--- config.mk ---
export PLATFORM = sky130hd
export DESIGN_NAME = ip_tx_serializer
export DESIGN_NICKNAME = d
export VERILOG_FILES = /design/src/rtl/ip_pkg.sv /design/src/rtl/ip_byte_outreg.sv /design/src/rtl/ip_tx_serializer.sv
export SDC_FILE = /design/constraint.sdc
export NUM_CORES = 1
export LEC_CHECK = 0
export ABC_AREA = 1
export BUFFER_PORTS_ARGS = -buffer_cell sky130_fd_sc_hd__buf_2
export CAP_MARGIN = 10
export CORE_ASPECT_RATIO = 0.9
export CORE_MARGIN = 4
export CORE_UTILIZATION = 58
export CTS_CLUSTER_SIZE = 40
export DETAILED_ROUTE_END_ITERATION = 7
export PLACE_DENSITY = 0.83
export SLEW_MARGIN = 20
export SYNTH_ARGS = -nofsm -noshare
export SYNTH_HDL_FRONTEND = slang
export SYNTH_SLANG_ARGS = --single-unit
--- constraint.sdc ---
create_clock -name clk -period 3.5 [get_ports clk]
set_input_delay 0.35 -clock clk [delete_from_list [all_inputs] [get_ports clk]]
set_output_delay 0.35 -clock clk [all_outputs]
set_load 0.02 [all_outputs]
--- src/rtl/ip_pkg.sv ---
// Shared types and constants for the IPv4 transmit path.
package ip_pkg;

    localparam int IP_HDR_BYTES = 20;
    localparam int IP_MIN_DGRAM = 46;

    localparam int TOTLEN_MSB = 143;
    localparam int TOTLEN_LSB = 128;

    typedef logic [159:0] ip_hdr_t;

    typedef enum logic [2:0] {
        ST_IDLE   = 3'd0,
        ST_HEADER = 3'd1,
        ST_DATA   = 3'd2,
        ST_PAD    = 3'd3,
        ST_DROP   = 3'd4
    } ip_state_t;

    function automatic logic [15:0] hdr_tot_len(input ip_hdr_t hdr);
        return hdr[TOTLEN_MSB:TOTLEN_LSB];
    endfunction

endpackage

--- src/rtl/ip_byte_outreg.sv ---
// Single-entry registered byte stage; holds data/valid/last while the sink stalls.
module ip_byte_outreg (
    input  logic       clk,
    input  logic       rst_n,
    input  logic       i_valid,
    input  logic [7:0] i_data,
    input  logic       i_last,
    output logic       o_ready,
    input  logic       i_m_ready,
    output logic [7:0] o_m_data,
    output logic       o_m_valid,
    output logic       o_m_last
);

    logic       r_valid;
    logic [7:0] r_data;
    logic       r_last;

    // The slot frees up in the same cycle the sink takes the current byte.
    assign o_ready = !r_valid || i_m_ready;

    always_ff @(posedge clk or negedge rst_n) begin
        if (!rst_n) begin
            r_valid <= 1'b0;
            r_data  <= 8'h00;
            r_last  <= 1'b0;
        end else if (i_valid && o_ready) begin
            r_valid <= 1'b1;
            r_data  <= i_data;
            r_last  <= i_last;
        end else if (i_m_ready) begin
            r_valid <= 1'b0;
            r_last  <= 1'b0;
        end
    end

    assign o_m_data  = r_data;
    assign o_m_valid = r_valid;
    assign o_m_last  = r_last;

endmodule

--- src/rtl/ip_tx_serializer.sv ---
// Serialises a 20-byte IPv4 header plus payload into a byte stream with last marker.
// Define IP_TX_PAD_EN to zero-pad short datagrams up to MIN_DGRAM bytes.
//
// Handshakes: a byte moves on any interface when valid && ready are both high at
// the rising edge; a producer holds its payload stable while valid && !ready.
module ip_tx_serializer
    import ip_pkg::*;
#(
    parameter int HDR_BYTES = IP_HDR_BYTES,
    parameter int MIN_DGRAM = IP_MIN_DGRAM
) (
    input  logic        clk,
    input  logic        rst_n,
    input  logic [159:0] ip_header,
    input  logic        hdr_valid,
    output logic        hdr_ready,
    input  logic [7:0]  s_data,
    input  logic        s_valid,
    input  logic        s_last,
    output logic        s_ready,
    output logic [7:0]  m_data,
    output logic        m_valid,
    output logic        m_last,
    input  logic        m_ready,
    output logic        len_err,
    output logic        busy,
    output ip_state_t   o_dbg_state
);

`ifdef IP_TX_PAD_EN
    localparam bit PAD_ON = 1'b1;
`else
    localparam bit PAD_ON = 1'b0;
`endif

    ip_state_t   r_state;
    ip_state_t   w_state_nxt;
    ip_hdr_t     r_hdr_sr;
    logic [15:0] r_pay_len;
    logic [15:0] r_cnt;

    logic        w_out_valid;
    logic [7:0]  w_out_data;
    logic        w_out_last;
    logic        w_or_ready;
    logic        w_push;
    logic        w_hdr_hs;
    logic        w_s_hs;
    logic [15:0] w_tot_len;
    logic        w_tot_short;
    logic        w_hdr_last;
    logic        w_cnt_hit;
    logic        w_need_pad;
    logic        w_pad_last;

    assign w_tot_len   = hdr_tot_len(ip_header);
    assign w_tot_short = w_tot_len < 16'(HDR_BYTES);
    assign w_hdr_last  = r_cnt == 16'(HDR_BYTES - 1);
    assign w_cnt_hit   = (r_cnt + 16'd1) == r_pay_len;
    assign w_need_pad  = PAD_ON && (r_pay_len < 16'(MIN_DGRAM - HDR_BYTES));
    assign w_pad_last  = r_cnt == 16'(MIN_DGRAM - 1);

    assign w_hdr_hs = hdr_valid && hdr_ready;
    assign w_s_hs   = s_valid && s_ready;
    assign w_push   = w_out_valid && w_or_ready;

    always_ff @(posedge clk or negedge rst_n) begin
        if (!rst_n) begin
            r_state <= ST_IDLE;
        end else begin
            r_state <= w_state_nxt;
        end
    end

    always_comb begin
        w_state_nxt = r_state;
        case (r_state)
            ST_IDLE: begin
                if (w_hdr_hs) w_state_nxt = ST_HEADER;
            end
            ST_HEADER: begin
                if (w_push && w_hdr_last) w_state_nxt = (r_pay_len != 16'd0) ? ST_DATA : ST_IDLE;
            end
            ST_DATA: begin
                if (w_s_hs) begin
                    if (s_last && w_cnt_hit)  w_state_nxt = w_need_pad ? ST_PAD : ST_IDLE;
                    else if (s_last)          w_state_nxt = ST_IDLE;
                    else if (w_cnt_hit)       w_state_nxt = ST_DROP;
                end
            end
`ifdef IP_TX_PAD_EN
            ST_PAD: begin
                if (w_push && w_pad_last) w_state_nxt = ST_IDLE;
            end
`endif
            ST_DROP: begin
                if (s_valid && s_last) w_state_nxt = ST_IDLE;
            end
            default: w_state_nxt = ST_IDLE;
        endcase
    end

    // Header byte 0 goes straight into the output stage on accept so that
    // m_valid rises the cycle after the header handshake.
    always_comb begin
        hdr_ready   = 1'b0;
        s_ready     = 1'b0;
        w_out_valid = 1'b0;
        w_out_data  = 8'h00;
        w_out_last  = 1'b0;
        len_err     = 1'b0;
        case (r_state)
            ST_IDLE: begin
                hdr_ready   = !m_valid;
                w_out_valid = hdr_valid && !m_valid;
                w_out_data  = ip_header[159:152];
                len_err     = hdr_valid && !m_valid && w_tot_short;
            end
            ST_HEADER: begin
                w_out_valid = 1'b1;
                w_out_data  = r_hdr_sr[159:152];
                w_out_last  = w_hdr_last && (r_pay_len == 16'd0);
            end
            ST_DATA: begin
                s_ready     = w_or_ready;
                w_out_valid = s_valid && w_or_ready;
                w_out_data  = s_data;
                w_out_last  = (s_last || w_cnt_hit) && !(s_last && w_cnt_hit && w_need_pad);
                len_err     = s_valid && w_or_ready && (s_last != w_cnt_hit);
            end
`ifdef IP_TX_PAD_EN
            ST_PAD: begin
                w_out_valid = 1'b1;
                w_out_data  = 8'h00;
                w_out_last  = w_pad_last;
            end
`endif
            ST_DROP: begin
                s_ready = 1'b1;
            end
            default: ;
        endcase
    end

    // r_cnt: header byte index, then payload count, then total bytes while padding.
    always_ff @(posedge clk or negedge rst_n) begin
        if (!rst_n) begin
            r_hdr_sr  <= '0;
            r_pay_len <= 16'd0;
            r_cnt     <= 16'd0;
        end else begin
            case (r_state)
                ST_IDLE: begin
                    if (w_hdr_hs) begin
                        r_hdr_sr  <= {ip_header[151:0], 8'h00};
                        r_pay_len <= w_tot_short ? 16'd0 : (w_tot_len - 16'(HDR_BYTES));
                        r_cnt     <= 16'd1;
                    end
                end
                ST_HEADER: begin
                    if (w_push) begin
                        r_hdr_sr <= {r_hdr_sr[151:0], 8'h00};
                        r_cnt    <= w_hdr_last ? 16'd0 : (r_cnt + 16'd1);
                    end
                end
                ST_DATA: begin
                    if (w_s_hs) begin
                        if (s_last && w_cnt_hit && w_need_pad) r_cnt <= r_pay_len + 16'(HDR_BYTES);
                        else                                   r_cnt <= r_cnt + 16'd1;
                    end
                end
`ifdef IP_TX_PAD_EN
                ST_PAD: begin
                    if (w_push) r_cnt <= r_cnt + 16'd1;
                end
`endif
                default: ;
            endcase
        end
    end

    ip_byte_outreg u_outreg (
        .clk       (clk),
        .rst_n     (rst_n),
        .i_valid   (w_out_valid),
        .i_data    (w_out_data),
        .i_last    (w_out_last),
        .o_ready   (w_or_ready),
        .i_m_ready (m_ready),
        .o_m_data  (m_data),
        .o_m_valid (m_valid),
        .o_m_last  (m_last)
    );

    assign busy        = r_state != ST_IDLE;
    assign o_dbg_state = r_state;

endmodule

==> out/metrics.yaml, run 1 <==
synth_nets: 1440
dpl_cell_area_mm2: 0.01164
grt_max_degree: 186
vias: 9165
finalPower_mw: 11.95
rows: 46
muxShareOfSynthArea: 0
highest_layer: "met5"
synthTopCellsByArea: "dfrtp_1 (47%), nand2_1 (9.8%), o211ai_2 (9.4%)"
die_height_um: 136.3
nets: 1593
path_max_fanout: 7
wl_met2_um: 12310
worst_slack_ps: 249.3
firstDrtPassIters: 5
critPathArrivalTime_ps: 2900
post-dp-hpwl_um: 18830
final_layout_size_suffix_gt1_frac: 0.2423
ios: 191
whs_ps: -28.64
finalCritPeriodShare: 0.9288
instances_no_fill: 1671
synth-xor-area-share: 0.009089
multi_input_area_mm2: 0.004499
power_density_mw_per_mm2: 975.4
yosys_warnings: 0
synth_top_area_cell: "dfrtp_1"
slew_violations: 0
route.detailed.drc: 0
htreeDepth: 4
drtAntennaViolNets: 0
critPathLaunchType: "flop"
drt_iter0_drc: 657
area_growth_pct: 15.59
finalWirelength_um: 26480
fin_util: 0.6890
dp_slack_ps: 606.0
grt_usage: 0.2650
cts_sinks: 197
worst_setup_path_end_kind: "primary output"
rr_worst_depth: 21
rrSetupSlack_ps: 840
synth_compound_area_frac: 0.2397
setup_tns_ps: 0
cts_tree: "done"
final_cell_mix: "nand2_1 (275), dfrtp_1 (197), inv_1 (192)"
yosysTopAreaCellShare: 0.4651
finalSetupViolCount: 0
cts-root-buf: "clkbuf_16"
cts_made_buffers: 17
dieWidth_um: 150.5
fin_area_mm2: 0.01225
cts_max_path_buffers: 2
wl_per_cell_um: 15.84
synth_fa_ha_area_frac: 0.004721
synthCells: 1262
ys_ff_latch: 197
globalplace.congestion: 0.9820
ys_seq_area_frac: 0.4651
required_ps: 3150
avgViaCountPerCell: 5.485
dr_wl_met3_um: 2286
synth.distinct_cells: 37
relSlewSlack: 0.3631
die_area_mm2: 0.02051
rsz0062_at_grt: "false"
antenna_found_initial: 9
rr_endpoint: "o_dbg_state[1]"
wl_met1_um: 11280
grt_first_pass_wirelength_um: 43310
p_leak_nw: 5.806
post-cts-setup-buffers: 0
yosys.area_share.simple: 0.1690
regToRegStartpoint: "r_cnt[0]"
portBuffers: 190
syn_avg_cell_area_um2: 8.399
clk_latency_ps: 440
hp-class: "input port to asynchronous set/reset pin"
mostFrequentLayoutCell: "nand2_1"
synth_area_mm2: 0.01060
clk_pin_slew_ps: 80
place_inst: 1636
peakVddDrop_v: 0.0006396
grt_pass1_vias: 8851
max_freq_mhz: 307.6
worst_slew_pin_slew_ps: 955.3
core_region_area_mm2: 0.01778
nFillCells: 1410
status: "complete, but fails checks"
fin_skew_ps: 10.87
overflow: 0
violations: "negative hold slack"
worstSetupPathType: "flop to primary output"
fin_crit_ps: 3251
finalHoldViolCount: 16
synth_top_family_by_area: "compound AO/OA/AOI/OAI gates"
register_area_mm2: 0.004930
cap_violations: 0
start_util: 0.5960
==> metal layers <==
| metal | track usage | vias to the layer above |
|---|---|---|
| met5 | 0 | - |
| met2 | 0.4120 | 271 |
| met4 | 0.07825 | 12 |
| li1 | - | 4507 |
| met1 | 0.3569 | 4323 |
| met3 | 0.08633 | 52 |
==> cells in the mapped netlist, drive strengths merged <==
master,n
o211ai,129
buf,52
dfrtp,197
nor2,74
a21oi,13
a31oi,11
a221oi,2
inv,201
nand2,279
or2,2
clkbuf,22
a41oi,6
nand4,19
nor4,1
ha,4
nand3,49
o21ai,158
xor2,8
o21bai,1
nor3,4
clkinv,1
o22ai,26
xnor2,3
==> critical path, cell delays in order, from the launching register on <==
cell     delay [ps]
dfrtp_1         470
ha_4            210
nand2_2         110
inv_1           110
nand3_1         110
nand2_1         120
nand3_1          90
nand2_1          80
nand2_1          60
nor2_1          170
nand3_1          90
nor2_1           90
nand2_1          70
ha_1            270
inv_1            40
o22ai_1         170
buf_2           200
==> cells by family (layout without fill, tap and decap cells) <==
logic type      Yosys count  after routing
simple gates            428            428
compound gates          346            346
buf+inv                 276            442
flops                   197            197
xor+xnor                 11             11
fa+ha+maj                 4              4
other cells               0              3
==> worst max-delay path by stage <==
| stage | start | endpoint | slack [ps] | cells after the start |
|---|---|---|---|---|
| 3_5_place_dp | r_cnt[0] | len_err | 610 | 15 |
| 5_1_grt | r_cnt[0] | len_err | 40 | 15 |
| 3_3_place_gp | r_cnt[0] | len_err | 660 | 15 |
| 6_report | r_cnt[0] | len_err | 250 | 16 |
| 2_1_floorplan | r_cnt[0] | len_err | 890 | 14 |
| 4_1_cts | r_cnt[0] | len_err | 130 | 15 |
==> final cells by class <==
class,instances,area share
tap,240,0.02451
clock buffer,18,0.03503
antenna,3,0.0006127
sequential,197,0.4023
timing repair buffer,208,0.09446
clock inverter,14,0.01297
inverter,202,0.06290
multi-input combinational,789,0.3672
==> flip-flops by register name, indices dropped and copies added (netlist names) <==
signal / count
o_dbg_state: 3
r_pay_len: 16
r_hdr_sr: 152
u_outreg.o_m_data: 8
u_outreg.o_m_last: 1
u_outreg.o_m_valid: 1
r_cnt: 16
==> power breakdown <==
group	switching, mW	internal (mW)	total [mW]
clock	0.992	0.961	1.95
combinational	4.08	2.10	6.19
sequential	0.404	3.41	3.81
total	5.48	6.47	12.0
==> what timing repair did <==
action,CTS,global route
hold buffers,0,0
hold endpoints to repair,0,0
endpoints found under the setup margin,0,1
resized for setup,0,4
(Power assumes the default switching activity.)
==> inputs of run 2 (changes only) <==
--- a/config.mk
+++ b/config.mk
@@ -13,8 +13,9 @@
 export CORE_UTILIZATION = 58
 export CTS_CLUSTER_SIZE = 40
 export DETAILED_ROUTE_END_ITERATION = 7
+export MAX_ROUTING_LAYER = met4
 export PLACE_DENSITY = 0.83
-export SLEW_MARGIN = 20
+export SLEW_MARGIN = 0
 export SYNTH_ARGS = -nofsm -noshare
 export SYNTH_HDL_FRONTEND = slang
 export SYNTH_SLANG_ARGS = --single-unit
==> run 2 against run 1 <==
Against the previous run: the run now ends clean; critical endpoint unchanged; total power shrank 0.13%; clock-buffer cell count fell by 1; hold slack better by 190 ps; design area rose by 0.18%; die area unchanged; critical path type unchanged.
==> out/metrics.yaml, run 2 (synthesis gave the netlist of run 1 again) <==
setup_tns_ps: 0  # unchanged
die_height_um: 136.3  # unchanged
start_util: 0.5960  # unchanged
p_leak_nw: 5.824  # was 5.806 nW
die_area_mm2: 0.02051  # unchanged
ios: 191  # unchanged
required_ps: 3150  # about the same
rrSetupSlack_ps: 850  # was 840 ps
slew_violations: 0  # unchanged
clk_latency_ps: 430  # was 440 ps
crit_slowest_cell: "dfrtp_1"  # unchanged
dieWidth_um: 150.5  # unchanged
clk_pin_slew_ps: 80  # about the same
cts_tree: "done"  # unchanged
timing.critical_path.mode_cell: "nand2_1"  # unchanged
status: "complete, no violations"  # was complete, but fails checks
area_growth_pct: 15.80  # was 15.59%
place_inst: 1635  # was 1636
worstSetupPathType: "flop to primary output"  # unchanged
relSlewSlack: 0.4075  # was 0.3631
path_max_fanout: 7  # unchanged
peakVddDrop_v: 0.0006669  # was 0.0006396 V
core_region_area_mm2: 0.01778  # unchanged
overflow: 0  # unchanged
final_cell_mix: "nand2_1 (275), dfrtp_1 (197), inv_1 (192)"  # unchanged
avgViaCountPerCell: 5.462  # was 5.485
regToRegStartpoint: "r_cnt[0]"  # unchanged
critPathLaunchType: "flop"  # unchanged
nFillCells: 1420  # was 1410
path_buf_inv: 3  # unchanged
post-dp-hpwl_um: 19120  # was 18830 um
globalplace.congestion: 0.9434  # was 0.9820
worst_setup_path_end_kind: "primary output"  # unchanged
instances_no_fill: 1678  # was 1671
register_area_mm2: 0.004930  # unchanged
route.detailed.drc: 0  # unchanged
drt_iter0_drc: 627  # was 657
max_freq_mhz: 312.6  # was 307.6 MHz
cts_sinks: 197  # unchanged
cap_violations: 0  # unchanged
fin_crit_ps: 3199  # was 3251 ps
cts-root-buf: "clkbuf_16"  # unchanged
vias: 9165  # unchanged
whs_ps: 158.6  # was -28.64 ps
rr_endpoint: "o_dbg_state[1]"  # unchanged
power_density_mw_per_mm2: 972.4  # was 975.4 mW/mm^2
finalPower_mw: 11.94  # was 11.95 mW
post-cts-setup-buffers: 0  # unchanged
multi_input_area_mm2: 0.004492  # was 0.004499 mm^2
crit_path_end: "len_err"  # unchanged
grt_usage: 0.2725  # was 0.2650
cts_made_buffers: 17  # unchanged
rows: 46  # unchanged
finalSetupViolCount: 0  # unchanged
rsz0062_at_grt: "false"  # unchanged
top_register: "r_hdr_sr"  # unchanged
portBuffers: 190  # unchanged
nets: 1593  # unchanged
cp-startpoint: "r_cnt[0]"  # unchanged
finalWirelength_um: 26490  # was 26480 um
grt_pass1_vias: 8744  # was 8851
drtAntennaViolNets: 0  # unchanged
worst_slew_pin_slew_ps: 888.7  # was 955.3 ps
finalHoldViolCount: 0  # was 16
hp-class: "input port to flop"  # was input port to asynchronous set/reset pin
largest_register_ffs: 152  # unchanged
slowest_delay_ps: 430  # was 470 ps
final_layout_size_suffix_gt1_frac: 0.2430  # was 0.2423
wl_per_cell_um: 15.79  # was 15.84 um
grt_first_pass_wirelength_um: 43000  # was 43310 um
finalCritPeriodShare: 0.9140  # was 0.9288
antenna_found_initial: 10  # was 9
firstDrtPassIters: 7  # was 5
grt_max_degree: 184  # was 186
rr_worst_depth: 22  # was 21
mostFrequentLayoutCell: "nand2_1"  # unchanged
cp_cell_sequence: "ha_2, nand2_2, inv_1, nand3_1, nand2_1, nand2_1, nand2_1, nand2_1, nand2_1, nor2_2, nand3_1, nor2_1, nand2_1, ha_1, inv_1, o22ai_1, buf_2"  # was ha_4, nand2_2, inv_1, nand3_1, nand2_1, nand3_1, nand2_1, nand2_1, nor2_1, nand3_1, nor2_1, nand2_1, ha_1, inv_1, o22ai_1, buf_2
htreeDepth: 4  # unchanged
fin_skew_ps: 10.95  # was 10.87 ps
cts_max_path_buffers: 2  # unchanged
critical-path-top-delay-family: "simple AND/OR/NAND/NOR gates"  # unchanged
cp.depth: 17  # was 16
reg.largest.list: "r_hdr_sr x152, r_cnt x16, r_pay_len x16"  # unchanged
critPathArrivalTime_ps: 2850  # was 2900 ps
## run 2: stage by stage
step,cell area [um^2],utilization,worst slack [ps]
after floorplan,10600,-,892.5
after global placement,11620,0.6532,657.9
after detailed placement,11620,0.6532,617.2
final,12280,0.6902,300.9
after CTS,12240,0.6881,136.5
after global routing,12280,0.6902,55.36
## run 2: area by class of cell
type | count | share of cell area
clock inverters | 15 | 0.01509
diodes | 10 | 0.002039
clock buffers | 17 | 0.03466
inverters | 202 | 0.06279
multi-input cells | 789 | 0.3659
flip-flops and latches | 197 | 0.4016
well taps | 240 | 0.02446
repair buffers | 208 | 0.09347
## run 2: per-layer routing
metal / vias to the layer above / global-route usage / wire, um
li1: 4525 / - / -
met1: 4356 / 0.3646 / 11500
met2: 271 / 0.4174 / 12560
met3: 13 / 0.08033 / 2285
met4: 0 / 0.05742 / 150
met5: - / - / 0
## run 2: how the worst min path moves through the flow
stage,startpoint,end,slack [ps],cells past startpoint
6_report,ip_header[0],r_hdr_sr[8],160,3
5_1_grt,ip_header[5],r_hdr_sr[13],150,3
4_1_cts,ip_header[6],r_hdr_sr[14],140,3
3_5_place_dp,rst_n,u_outreg.o_m_data[0],450,1
3_3_place_gp,rst_n,u_outreg.o_m_data[1],440,1
2_1_floorplan,rst_n,o_dbg_state[0],50,0
## run 2: report_power, final
group          internal (mW)  total, mW  leakage, nW  switching, mW
sequential              3.41       3.79         2.40          0.385
clock                   1.03       2.00        0.301          0.972
combinational           2.06       6.14         3.12           4.08
## run 2: tightest hold or removal path, stage by stage
cell and delay, ps:
buf_2 70, nand3_1 60, o21ai_1 70
## run 2: repair_timing
item / CTS / global route
hold buffers: 1 / 0
resized for setup: 0 / 4
endpoints found under the hold margin: 43 / 0
endpoints found under the setup margin: 0 / 1
